==> src/rtl/tube_decoder.sv <==
// tube_decoder: recovers four multiplexed seven-segment digits and status from driver pins.
// Optional macro TUBE_DECODER_DP_EN adds decimal-point sampling and capture.
module tube_decoder #(
   parameter int unsigned STABLE_CYCLES = 16,
   parameter int unsigned TIMEOUT       = 2000000
) (
   input  logic       clk,
   input  logic       rst_n,
   input  logic [7:0] eight_seg,
   input  logic       seg0,
   input  logic       seg1,
   input  logic       seg2,
   input  logic       seg3,
   output logic [3:0] data0,
   output logic [3:0] data1,
   output logic [3:0] data2,
   output logic [3:0] data3,
   output logic [3:0] dp_out,
   output logic [3:0] digit_valid,
   output logic [3:0] blank,
   output logic       frame_valid,
   output logic       seg_err,
   output logic       anode_err,
   output logic       stale
);

`ifdef TUBE_DECODER_DP_EN
   localparam int unsigned SW = 12;
`else
   localparam int unsigned SW = 11;
`endif

   localparam logic [7:0]  STABLE_MAX  = 8'(STABLE_CYCLES);
   localparam logic [31:0] TIMEOUT_VAL = 32'(TIMEOUT);

   typedef enum logic {SETTLE, LOCKED} state_t;

   state_t        state;
   logic [SW-1:0] pins;
   logic [SW-1:0] sync_a;
   logic [SW-1:0] sample;
   logic [7:0]    stab_cnt;
   logic [31:0]   idle_cnt;
   logic [3:0]    seen;
   logic [3:0]    seen_base;
   logic [3:0]    data_r [4];
   logic [3:0]    anodes;
   logic [6:0]    seg_bits;
   logic [1:0]    idx;
   logic          changed;
   logic          accept;
   logic          one_anode;
   logic          no_anode;
   logic          dec_hit;
   logic [3:0]    dec_val;
   logic          is_blank;

`ifdef TUBE_DECODER_DP_EN
   assign pins = {eight_seg[7], seg3, seg2, seg1, seg0, eight_seg[6:0]};
`else
   logic dp_unused;
   assign dp_unused = eight_seg[7];
   assign pins      = {seg3, seg2, seg1, seg0, eight_seg[6:0]};
   assign dp_out    = 4'hF;
`endif

   always_ff @(posedge clk or negedge rst_n) begin
      if (!rst_n) begin
         sync_a <= '1;
         sample <= '1;
      end else begin
         sync_a <= pins;
         sample <= sync_a;
      end
   end

   // Change is detected against the value about to enter the sample register,
   // which keeps the pin-to-output latency at 2 + STABLE_CYCLES clocks.
   assign changed   = (sync_a != sample);
   assign accept    = (state == SETTLE) && !changed && (stab_cnt == STABLE_MAX - 8'd1);
   assign anodes    = ~sample[10:7];
   assign seg_bits  = sample[6:0];
   assign one_anode = $onehot(anodes);
   assign no_anode  = (anodes == 4'b0000);
   assign is_blank  = (seg_bits == 7'h7F);
   assign seen_base = (seen == 4'hF) ? 4'h0 : seen;

   always_comb begin
      idx = 2'd0;
      for (int unsigned i = 0; i < 4; i++) begin
         if (anodes[i]) idx = 2'(i);
      end
   end

   always_comb begin
      dec_hit = 1'b1;
      dec_val = 4'h0;
      case (seg_bits)
         7'h40: dec_val = 4'h0;
         7'h79: dec_val = 4'h1;
         7'h24: dec_val = 4'h2;
         7'h30: dec_val = 4'h3;
         7'h19: dec_val = 4'h4;
         7'h12: dec_val = 4'h5;
         7'h02: dec_val = 4'h6;
         7'h78: dec_val = 4'h7;
         7'h00: dec_val = 4'h8;
         7'h10: dec_val = 4'h9;
         7'h08: dec_val = 4'hA;
         7'h03: dec_val = 4'hB;
         7'h46: dec_val = 4'hC;
         7'h21: dec_val = 4'hD;
         7'h06: dec_val = 4'hE;
         7'h0E: dec_val = 4'hF;
         default: dec_hit = 1'b0;
      endcase
   end

   always_ff @(posedge clk or negedge rst_n) begin
      if (!rst_n) begin
         state       <= SETTLE;
         stab_cnt    <= '0;
         idle_cnt    <= '0;
         seen        <= '0;
         for (int unsigned i = 0; i < 4; i++) data_r[i] <= '0;
         digit_valid <= '0;
         blank       <= '0;
         frame_valid <= 1'b0;
         seg_err     <= 1'b0;
         anode_err   <= 1'b0;
         stale       <= 1'b0;
`ifdef TUBE_DECODER_DP_EN
         dp_out      <= 4'hF;
`endif
      end else begin
         frame_valid <= 1'b0;
         seg_err     <= 1'b0;
         anode_err   <= 1'b0;

         if (changed) begin
            stab_cnt <= '0;
            state    <= SETTLE;
         end else if (stab_cnt != STABLE_MAX) begin
            stab_cnt <= stab_cnt + 8'd1;
         end

         if (seen == 4'hF) begin
            frame_valid <= 1'b1;
            seen        <= '0;
         end

         // Accept has priority over the timeout landing on the same cycle.
         if (accept) begin
            state    <= LOCKED;
            idle_cnt <= '0;
            stale    <= 1'b0;
            if (one_anode) begin
               if (dec_hit || is_blank) begin
                  if (dec_hit) data_r[idx] <= dec_val;
                  blank[idx]       <= is_blank;
                  digit_valid[idx] <= 1'b1;
                  seen             <= seen_base | (4'b0001 << idx);
`ifdef TUBE_DECODER_DP_EN
                  dp_out[idx]      <= sample[11];
`endif
               end else begin
                  seg_err <= 1'b1;
               end
            end else if (!no_anode) begin
               anode_err <= 1'b1;
            end
         end else if (idle_cnt == TIMEOUT_VAL - 32'd1) begin
            idle_cnt    <= TIMEOUT_VAL;
            stale       <= 1'b1;
            digit_valid <= '0;
            seen        <= '0;
         end else if (idle_cnt != TIMEOUT_VAL) begin
            idle_cnt <= idle_cnt + 32'd1;
         end
      end
   end

   assign data0 = data_r[0];
   assign data1 = data_r[1];
   assign data2 = data_r[2];
   assign data3 = data_r[3];

endmodule

==> config.mk <==
export PLATFORM = sky130hd
export DESIGN_NAME = tube_decoder
export DESIGN_NICKNAME = d
export VERILOG_FILES = /design/src/rtl/tube_decoder.sv
export SDC_FILE = /design/constraint.sdc
export NUM_CORES = 1
export LEC_CHECK = 0
export CELL_PAD_IN_SITES_DETAIL_PLACEMENT = 1
export CELL_PAD_IN_SITES_GLOBAL_PLACEMENT = 1
export CORE_AREA = 2 2 104 106
export CTS_BUF_LIST = sky130_fd_sc_hd__clkbuf_2 sky130_fd_sc_hd__clkbuf_4 sky130_fd_sc_hd__clkbuf_8
export CTS_CLUSTER_SIZE = 30
export DETAILED_ROUTE_END_ITERATION = 7
export DIE_AREA = 0 0 106 108
export GPL_TIMING_DRIVEN = 0
export PLACE_DENSITY = 0.84
export RECOVER_POWER = 50
export SLEW_MARGIN = 20
export SYNTH_ARGS = -nofsm -noshare
export SYNTH_HDL_FRONTEND = slang
export SYNTH_SLANG_ARGS = --single-unit
==> constraint.sdc <==
create_clock -name clk -period 4.1 [get_ports clk]
set_input_delay 0.82 -clock clk [delete_from_list [all_inputs] [get_ports clk]]
set_output_delay 0.82 -clock clk [all_outputs]
set_load 0.05 [all_outputs]
; ---- Yosys cells after proc, flatten, opt, wreduce, memory -nomap -nowiden
; Index checks and enable logic that the tools add are counted.
[op_classes]
n_eq_ne = 25
n_bitwise = 5
order_cmp = 4
add_sub_neg = 5
n_shift = 1
reduce_logical = 16
n_mux = 36
n_mul = 0
n_div = 0
[ops]
columns = cell, n
row1 = 32-bit 2-to-1 mux, 3
row2 = 4-bit one-hot mux with 15 select lines, 1
row3 = 4-bit 2-to-1 mux, 10
row4 = "7-bit equality test, second input constant", 5
row5 = "32-bit by 1-bit adder with 32-bit output, second input constant", 1
row6 = "32-bit by 21-bit equality test with 1-bit output, second input constant", 1
row7 = "32-bit by 21-bit inequality test with 1-bit output, second input constant", 1
row8 = "7-bit by 5-bit equality test with 1-bit output, second input constant", 3
row9 = "7-bit by 6-bit equality test with 1-bit output, second input constant", 3
row10 = 16-bit bitwise mux, 1
row11 = 8-bit 2-to-1 mux, 2
row12 = 16-bit OR reduction, 1
row13 = "7-bit by 2-bit equality test with 1-bit output, second input constant", 2
row14 = "7-bit by 4-bit equality test with 1-bit output, second input constant", 2
row15 = 1-bit 2-to-1 mux, 14
row16 = 11-bit inequality test, 1
row17 = "8-bit by 1-bit adder with 8-bit output, second input constant", 1
row18 = 4-bit demux with 2-bit select, 1
row19 = "8-bit by 4-bit equality test with 1-bit output, second input constant", 1
row20 = "8-bit by 5-bit inequality test with 1-bit output, second input constant", 1
row21 = 4-bit OR, 2
row22 = "7-bit by 3-bit equality test with 1-bit output, second input constant", 1
row23 = 7-bit zero test, 1
row24 = 3-bit AND reduction, 2
row25 = other kinds (23), 31
[word_totals]
ff_bits = 95
memories = 0
romBits = 0
word_cells = 108
latch_bits = 0
ram_bits = 0

; ---- Longest topological paths before layout
; Gate-level depths: netlist (run 1).
[depth]
word_depth = 12
ltp_mapped = 10
mapped_depth_nobuf = 9

; ---- Worst setup path before layout (run 1)
; OpenSTA, ideal clock, no wires.
[synth_timing]
kind = register to register
start = register sample[7]
end = register data_r (netlist bit data2[1])
synth_period_minus_slack_ns = 3.112
t_arrival_ns = 2.991
setup_slack_ns = 0.988
setup_ns = 0.121
t_required_ns = 3.979
stages_incl_launch_ff = 11
n_path_buf = 1
path_cell_list = dfstp_2 fa_1 inv_1 ha_1 ha_1 or3b_2 or4_4 nor4_4 buf_6 nand2_1 o22a_1
[synth_between]
elab_chain_cells = 5
elab_cells_between_ends = 9
[synth_rtl]
columns = item, line_no
row1 = from (decl), 41  ; logic [SW-1:0] sample;
row2 = from (signal assigned), 73  ; sample <= sync_a;
row3 = 4-bit inverter / 11-bit inequality test (equally long branches), "81, 79"
row4 = 1-bit by 1-bit adder with 2-bit output (not written as such) / 1-bit zero test (equally long branches), "83, 80"
row5 = 2-bit by 2-bit adder with 3-bit output (not written as such) / 1-bit logical AND (equally long branches), "83, 80"
row6 = 3-bit by 1-bit equality test with 1-bit output / 1-bit logical AND (equally long branches), "83, 80"
row7 = 4-bit AND reduction (no source line) *, n/a
row8 = "to (signal, indexed assignment)", 159  ; if (dec_hit) data_r[idx] <= dec_val;
row9 = to (decl), 46  ; logic [3:0] data_r [4];
; Mark *: on every way between the ends. The rest lies on a longest branch, timed or not.
; A chain may end at the register's enable or synchronous reset.

; ---- Final worst setup path (run 1)
[layout_timing]
start = register sample[10]
end = register seen[3]
[layout_between]
elab_chain_cells = 7
elab_cells_between_ends = 14
[layout_rtl]
columns = item, line_no
row1 = "parallel branches: the longest is 6 deep, another holds 2-bit by 2-bit adder with 3-bit output", n/a
row2 = 4-bit 2-to-1 mux *, 153  ; if (accept) begin
row3 = to (signal assigned), 162  ; seen <= seen_base | (4'b0001 << idx);
row4 = to (decl), 44  ; logic [3:0] seen;
; Mark *: on every way between the ends.

==> impl_metrics.env, run 1 <==
export IMPL_status="finished with violations"
export IMPL_violations="capacitance limit, slew limit"
export IMPL_powerDensity_nw_per_um2=308.0
export IMPL_synth_top_family_by_area="simple AND/OR/NAND/NOR gates"
export IMPL_synth_area_leaders="dfrtp_1 (38%), dfstp_2 (12%), nor2_1 (5.1%)"
export IMPL_drt_total_wl_mm=11.45
export IMPL_ys_top_cells_by_count="dfrtp_1 (73), nor2_1 (65), nand3_1 (27)"
export IMPL_drv_cap=1
export IMPL_cp_depth=10
export IMPL_area_growth_pct=16.54
export IMPL_post_synth_xor_area_fraction_pct=8.465
export IMPL_hpwl_mm=8.421
export IMPL_met1_usage_pct=28.04
export IMPL_crit_path_max_incr_delay_ps=610
export IMPL_cp_endpoint="seen[3]"
export IMPL_dp_slack_ps=559.7
export IMPL_setup_viol=0
export IMPL_clock_latency_ps=360
export IMPL_use_met3_pct=2.592
export IMPL_synth_mux_area_share_pct=0.6572
export IMPL_ctsHoldBuffers=0
export IMPL_crit_family="simple AND/OR/NAND/NOR gates"
export IMPL_ys_warn_count=0
export IMPL_start_util_pct=46.52
export IMPL_drtIter0Drc=137
export IMPL_root_buffer="clkbuf_8"
export IMPL_grt_max_degree=74
export IMPL_cts_setup_buffers=0
export IMPL_ctsLongestPathBuffers=2
export IMPL_fin_tns_setup_ps=0
export IMPL_antenna_found_initial=0
export IMPL_drive_gt1_share_pct=9.793
export IMPL_numPortBuffers=40
export IMPL_synth_cell_types=55
export IMPL_synth_seq_area_share_pct=50.53
export IMPL_hold_viol_final=0
export IMPL_fin_crit_ps=3559
export IMPL_cp_max_fo=10
export IMPL_fin_worst_skew_ps=4.864
export IMPL_crit_start="sample[10]"
export IMPL_cts_tree="built"
export IMPL_r2r_start="sample[10]"
export IMPL_whs_ps=383.5
export IMPL_coreArea_um2=10230
export IMPL_clock_sinks=95
export IMPL_tightest_slew_ps=1723
export IMPL_vdd_ir_drop_max_uv=153.1
export IMPL_ff2ff_setup_slack_ps=540
export IMPL_synth_edf_count=0
export IMPL_crit_arrival_ps=3850
export IMPL_cp_start_kind="flop"
export IMPL_r2r_end="seen[3]"
export IMPL_synth_compound_area_share_pct=9.858
export IMPL_yosysTopAreaCellShare_pct=38.38
export IMPL_routedWlPerCell_um=17.17
export IMPL_dpl_instance_area_um2=5370
export IMPL_drc=0
export IMPL_hp_class="reg2reg"
export IMPL_antenna_cells=0
export IMPL_crit_top_cell="ha_1"
export IMPL_slew_headroom_pct=-14.88
export IMPL_synth_ff_type="dfrtp_1"
export IMPL_place_congestion=0.8733
export IMPL_vias=3737
export IMPL_crit_path_end_kind="flop"
export IMPL_cts_buffers=9
export IMPL_die_x_um=106
export IMPL_grt_pass1_vias=3949
export IMPL_path_cells="fa_1 -> inv_1 -> ha_1 -> ha_1 -> or3b_2 -> or4_4 -> nor4_4 -> buf_6 -> o211ai_1 -> a21oi_1"
export IMPL_r2r_cells=10
export IMPL_grt_setup_unrepaired="false"
export IMPL_synth_area_per_cell_um2=10.11
export IMPL_report_final_slew_viol_count=74
export IMPL_ys_async_sr_fraction_pct=100.0
export IMPL_path_buf_inv=2
export IMPL_met2_usage_pct=37.65
export IMPL_num_io_pins=46
export IMPL_drt_pass1_iterations=4
export IMPL_clk_pin_slew_ps=90
export IMPL_post_synth_fa_ha_maj_area_fraction_pct=2.261
export IMPL_final_area_um2=5547
export IMPL_vias_per_cell=5.603
export IMPL_cp_required_ps=4390
export IMPL_yosys_register_bits=95
export IMPL_p_leak_nw=2.298
export IMPL_grt_total_usage_pct=21.66
export IMPL_busiest_layer="met2"
export IMPL_synth_most_common_cell="dfrtp_1"
export IMPL_fmax_ghz=0.2810
export IMPL_yosys_area_share_simple_pct=23.26
export IMPL_grt_overflow=0
export IMPL_cts_max_level=3
export IMPL_netlist_instances=471
export IMPL_synth_largest_area_cell="dfrtp_1"
export IMPL_setup_ws_ps=541.0
export IMPL_path_class="reg2reg"
export IMPL_die_h_um=108
export IMPL_row_count=37
export IMPL_cp_slowest_cell="dfstp_2"
export IMPL_grt_pass1_wl_mm=19.58
export IMPL_netlist_area_um2=4760
export IMPL_ant_nets=0
export IMPL_finish_net_count=548
export IMPL_dieArea_um2=11450
export IMPL_period_share_pct=86.81
export IMPL_cts_repair_resized=0
[cell usage in the layout, fill, tap and decap left out, types with 6 or more instances in the layout]
| cell | synthesis | final |
|---|---|---|
| nand3_1 | 27 | 27 |
| nor2_1 | 65 | 65 |
| dfstp_2 | 22 | 11 |
| clkbuf_1 | 12 | 13 |
| xnor2_1 | 22 | 22 |
| nor3_1 | 12 | 12 |
| buf_2 | 8 | 8 |
| dlygate4sd3_1 | 0 | 11 |
| dfstp_1 | 0 | 11 |
| inv_1 | 23 | 23 |
| clkbuf_8 | 0 | 9 |
| nand2_1 | 20 | 20 |
| nand4_1 | 25 | 25 |
| dfrtp_1 | 73 | 73 |
| xor2_1 | 24 | 24 |
| ha_1 | 7 | 7 |
| o22a_1 | 7 | 7 |
| nor4_1 | 6 | 6 |
| clkdlybuf4s50_1 | 0 | 28 |
| and3_1 | 6 | 6 |
| a21oi_1 | 13 | 13 |
| and4_1 | 6 | 6 |
| o21ai_0 | 11 | 11 |
| a211oi_1 | 7 | 7 |
[cells by family after synthesis]
family                     after synthesis
other                                    1
and+or+nand+nor                        201
AOI/OAI and AO/OA                       66
buffers and inverters                   51
xor gates and xnor gates                46
muxes                                    3
DFF                                     95
adders and majority gates                8
[layer usage]
layer / vias up / wire, um
li1: 1782 / -
met1: 1887 / 5210
met2: 57 / 5833
met3: 11 / 259
met4: 0 / 149
met5: - / 0
[through the flow]
stage / std cells / utilization (%) / total power, mW
finish: 667 / 54.21 / 1.709
global route: 667 / 54.21 / 1.776
CTS: 667 / 54.42 / 1.736
detailed placement: 651 / 52.49 / 1.103
global placement: 650 / 52.21 / 1.094
floorplan: 474 / - / 1.049
[state kept, by name, summed over array words and instances, names as in the netlist]
register     flops
anode_err        1
blank            4
data0            4
data1            4
data2            4
data3            4
digit_valid      4
frame_valid      1
idle_cnt        32
sample          11
seen             4
seg_err          1
stab_cnt         8
stale            1
state            1
sync_a          11
[layout make-up]
| type | instances | area, um2 |
|---|---|---|
| buffer | 28 | 146.4 |
| inverter | 23 | 86.33 |
| tap | 136 | 170.2 |
| clock inverter | 6 | 66.31 |
| clock buffer | 10 | 131.4 |
| timing repair buffer | 41 | 399.1 |
| multi-input combinational | 328 | 2142 |
| fill | 1162 | 4684 |
| sequential | 95 | 2405 |
[where the power goes]
group,internal (mW),switching (mW)
Sequential,0.954,0.0112
Combinational,0.0374,0.0737
Clock,0.294,0.338
Total,1.29,0.423
[how the worst min path moves through the flow]
stage               startpoint          to  slack (ps)  cells past startpoint
global route         sync_a[9]   sample[9]         390                      0
global placement     sync_a[6]   sample[6]         360                      0
finish               sync_a[4]   sample[4]         380                      0
detailed placement   sync_a[4]   sample[4]         360                      0
CTS                      rst_n     seen[0]         290                      1
floorplan           sync_a[10]  sample[10]         360                      0
No activity file was read; power rests on OpenSTA's default activity.
==> run 2: changes to the inputs <==
--- a/config.mk
+++ b/config.mk
@@ -7,13 +7,13 @@
 export LEC_CHECK = 0
 export CELL_PAD_IN_SITES_DETAIL_PLACEMENT = 1
 export CELL_PAD_IN_SITES_GLOBAL_PLACEMENT = 1
-export CORE_AREA = 2 2 104 106
+export CORE_AREA = 2 2 75 148
 export CTS_BUF_LIST = sky130_fd_sc_hd__clkbuf_2 sky130_fd_sc_hd__clkbuf_4 sky130_fd_sc_hd__clkbuf_8
 export CTS_CLUSTER_SIZE = 30
 export DETAILED_ROUTE_END_ITERATION = 7
-export DIE_AREA = 0 0 106 108
+export DIE_AREA = 0 0 77 150
 export GPL_TIMING_DRIVEN = 0
-export PLACE_DENSITY = 0.84
+export PLACE_DENSITY = 0.83
 export RECOVER_POWER = 50
 export SLEW_MARGIN = 20
 export SYNTH_ARGS = -nofsm -noshare
==> run 2 against run 1 <==
The flow still finishes with violations (capacitance limit, slew limit). Critical endpoint is now digit_valid[2]. Utilization decreased by 0.99 points. Combinational power increased by 5%. Setup slack improved by 2.3 ps. Sequential cell count unchanged. Final area increased by 0.54%. Global-route usage increased by 1.7 points. Die area increased by 0.89%. Via count increased by 2.0%. Wire length increased by 10%.
==> impl_metrics.env, run 2 (same netlist as run 1, synthesis figures left out) <==
export IMPL_status="finished with violations"
export IMPL_violations="capacitance limit, slew limit"
export IMPL_drt_pass1_iterations=4
export IMPL_crit_arrival_ps=3840
export IMPL_ctsLongestPathBuffers=2
export IMPL_largest_reg_flops=32
export IMPL_fin_worst_skew_ps=9.476
export IMPL_fin_crit_ps=3557
export IMPL_cts_buffers=9
export IMPL_place_inst=652
export IMPL_grt_setup_unrepaired="false"
export IMPL_powerDensity_nw_per_um2=318.1
export IMPL_tightest_slew_ps=1906
export IMPL_clk_pin_slew_ps=90
export IMPL_path_cells="fa_1 -> inv_1 -> ha_1 -> ha_1 -> or3b_2 -> or4_4 -> nor4_4 -> buf_6 -> o211ai_1 -> a21oi_1"
export IMPL_fin_tns_setup_ps=0
export IMPL_r2r_start="sample[10]"
export IMPL_vias_per_cell=5.708
export IMPL_vdd_ir_drop_max_uv=171.9
export IMPL_clock_sinks=95
export IMPL_hp_class="reg2reg"
export IMPL_crit_start="sample[10]"
export IMPL_final_common_cell="dfrtp_1"
export IMPL_slew_headroom_pct=-27.04
export IMPL_drtIter0Drc=167
export IMPL_num_fill_cells=1232
export IMPL_numPortBuffers=40
export IMPL_drt_total_wl_mm=12.65
export IMPL_grt_pass1_vias=4212
export IMPL_highest_layer="met4"
export IMPL_root_buffer="clkbuf_8"
export IMPL_cp_depth=10
export IMPL_cts_tree="built"
export IMPL_path_class="reg2reg"
export IMPL_antenna_found_initial=0
export IMPL_whs_ps=382.7
export IMPL_die_x_um=77
export IMPL_cts_setup_buffers=0
export IMPL_top_register="idle_cnt"
export IMPL_hold_viol_final=0
export IMPL_hpwl_mm=9.682
export IMPL_dpl_instance_area_um2=5371
export IMPL_vias=3813
export IMPL_cts_repair_resized=0
export IMPL_grt_pass1_wl_mm=21.10
export IMPL_cts_max_level=3
export IMPL_met3WireLength_um=267
export IMPL_antenna_cells=0
export IMPL_met2WireLength_mm=7.623
export IMPL_crit_family="simple AND/OR/NAND/NOR gates"
export IMPL_final_util_pct=53.22
export IMPL_ff2ff_setup_slack_ps=540
export IMPL_drc=0
export IMPL_ctsHoldBuffers=0
export IMPL_cp_slowest_cell="dfstp_2"
export IMPL_start_util_pct=45.43
export IMPL_r2r_cells=10
export IMPL_p_leak_nw=2.311
export IMPL_grt_total_usage_pct=23.40
export IMPL_place_congestion=0.8592
export IMPL_path_buf_inv=2
export IMPL_routedWlPerCell_um=18.94
export IMPL_period_share_pct=86.75
export IMPL_num_io_pins=46
export IMPL_fmax_ghz=0.2812
export IMPL_report_final_slew_viol_count=81
export IMPL_row_count=53
export IMPL_area_growth_pct=17.17
export IMPL_cp_start_kind="flop"
export IMPL_ant_nets=0
export IMPL_die_h_um=150
export IMPL_grt_max_degree=81
export IMPL_final_area_um2=5577
export IMPL_crit_path_end_kind="flop"
export IMPL_cp_max_fo=10
export IMPL_finish_net_count=548
export IMPL_dieArea_um2=11550
export IMPL_crit_path_max_incr_delay_ps=620
export IMPL_r2r_end="digit_valid[2]"
export IMPL_drv_cap=1
export IMPL_coreArea_um2=10480
export IMPL_layout_common_cells="dfrtp_1 (73), nor2_1 (65), clkdlybuf4s50_1 (31), nand3_1 (27), nand4_1 (25)"
export IMPL_top_regs="idle_cnt: 32 flops, sample: 11 flops, sync_a: 11 flops"
export IMPL_wl_met1_mm=4.389
export IMPL_drive_gt1_share_pct=9.793
export IMPL_clock_latency_ps=360
export IMPL_cp_required_ps=4380
export IMPL_grt_overflow=0
export IMPL_cp_endpoint="digit_valid[2]"
export IMPL_setup_viol=0
export IMPL_crit_top_cell="ha_1"
export IMPL_instances_no_fill=668
## run 2: changes by cell type in the layout (fill, tap and decap cells not counted)
cell	before	now
clkinv_2	2	0
clkdlybuf4s50_1	28	31
clkbuf_8	9	10
clkbuf_4	1	3
dlygate4sd3_1	11	8
bufinv_16	1	2
inv_4	0	1
inv_6	3	0
## run 2: worst min-delay path by stage
stage,end,depth (start not counted),slack [ps],startpoint
2_1_floorplan,sample[10],0,360,sync_a[10]
3_3_place_gp,sample[6],0,360,sync_a[6]
3_5_place_dp,sample[0],0,360,sync_a[0]
4_1_cts,idle_cnt[27],1,270,rst_n
5_1_grt,sample[10],0,390,sync_a[10]
6_report,sample[0],0,380,sync_a[0]
## run 2: layout make-up
type                    count  area, um2  area share, %
flip-flops and latches     95       2405          43.12
multi-input cells         328       2142          38.41
repair buffers             41      399.1          7.157
well taps                 137      171.4          3.074
clock buffers              13      160.2          2.872
plain buffers              28      146.4          2.625
inverters                  23      86.33          1.548
clock inverters             3      66.31          1.189
## run 2: through the flow
step / power, mW / setup WS [ps]
after floorplan: 1.049 / 987.9
after global placement: 1.098 / -1138
final: 1.774 / 543.2
after detailed placement: 1.107 / 565.1
after global routing: 1.846 / 405.8
after CTS: 1.806 / 544.8
## run 2: routing by layer
metal | vias up | global-route usage (%)
met2 | 68 | 47.63
li1 | 1768 | -
met4 | 0 | 9.554
met3 | 29 | 3.076
met5 | - | 0
met1 | 1948 | 23.05
## run 2: where the power goes
part           switching, mW  internal, mW  total [mW]
Clock                  0.311         0.382       0.692
Sequential            0.0110         0.954       0.965
Combinational         0.0780        0.0383       0.116
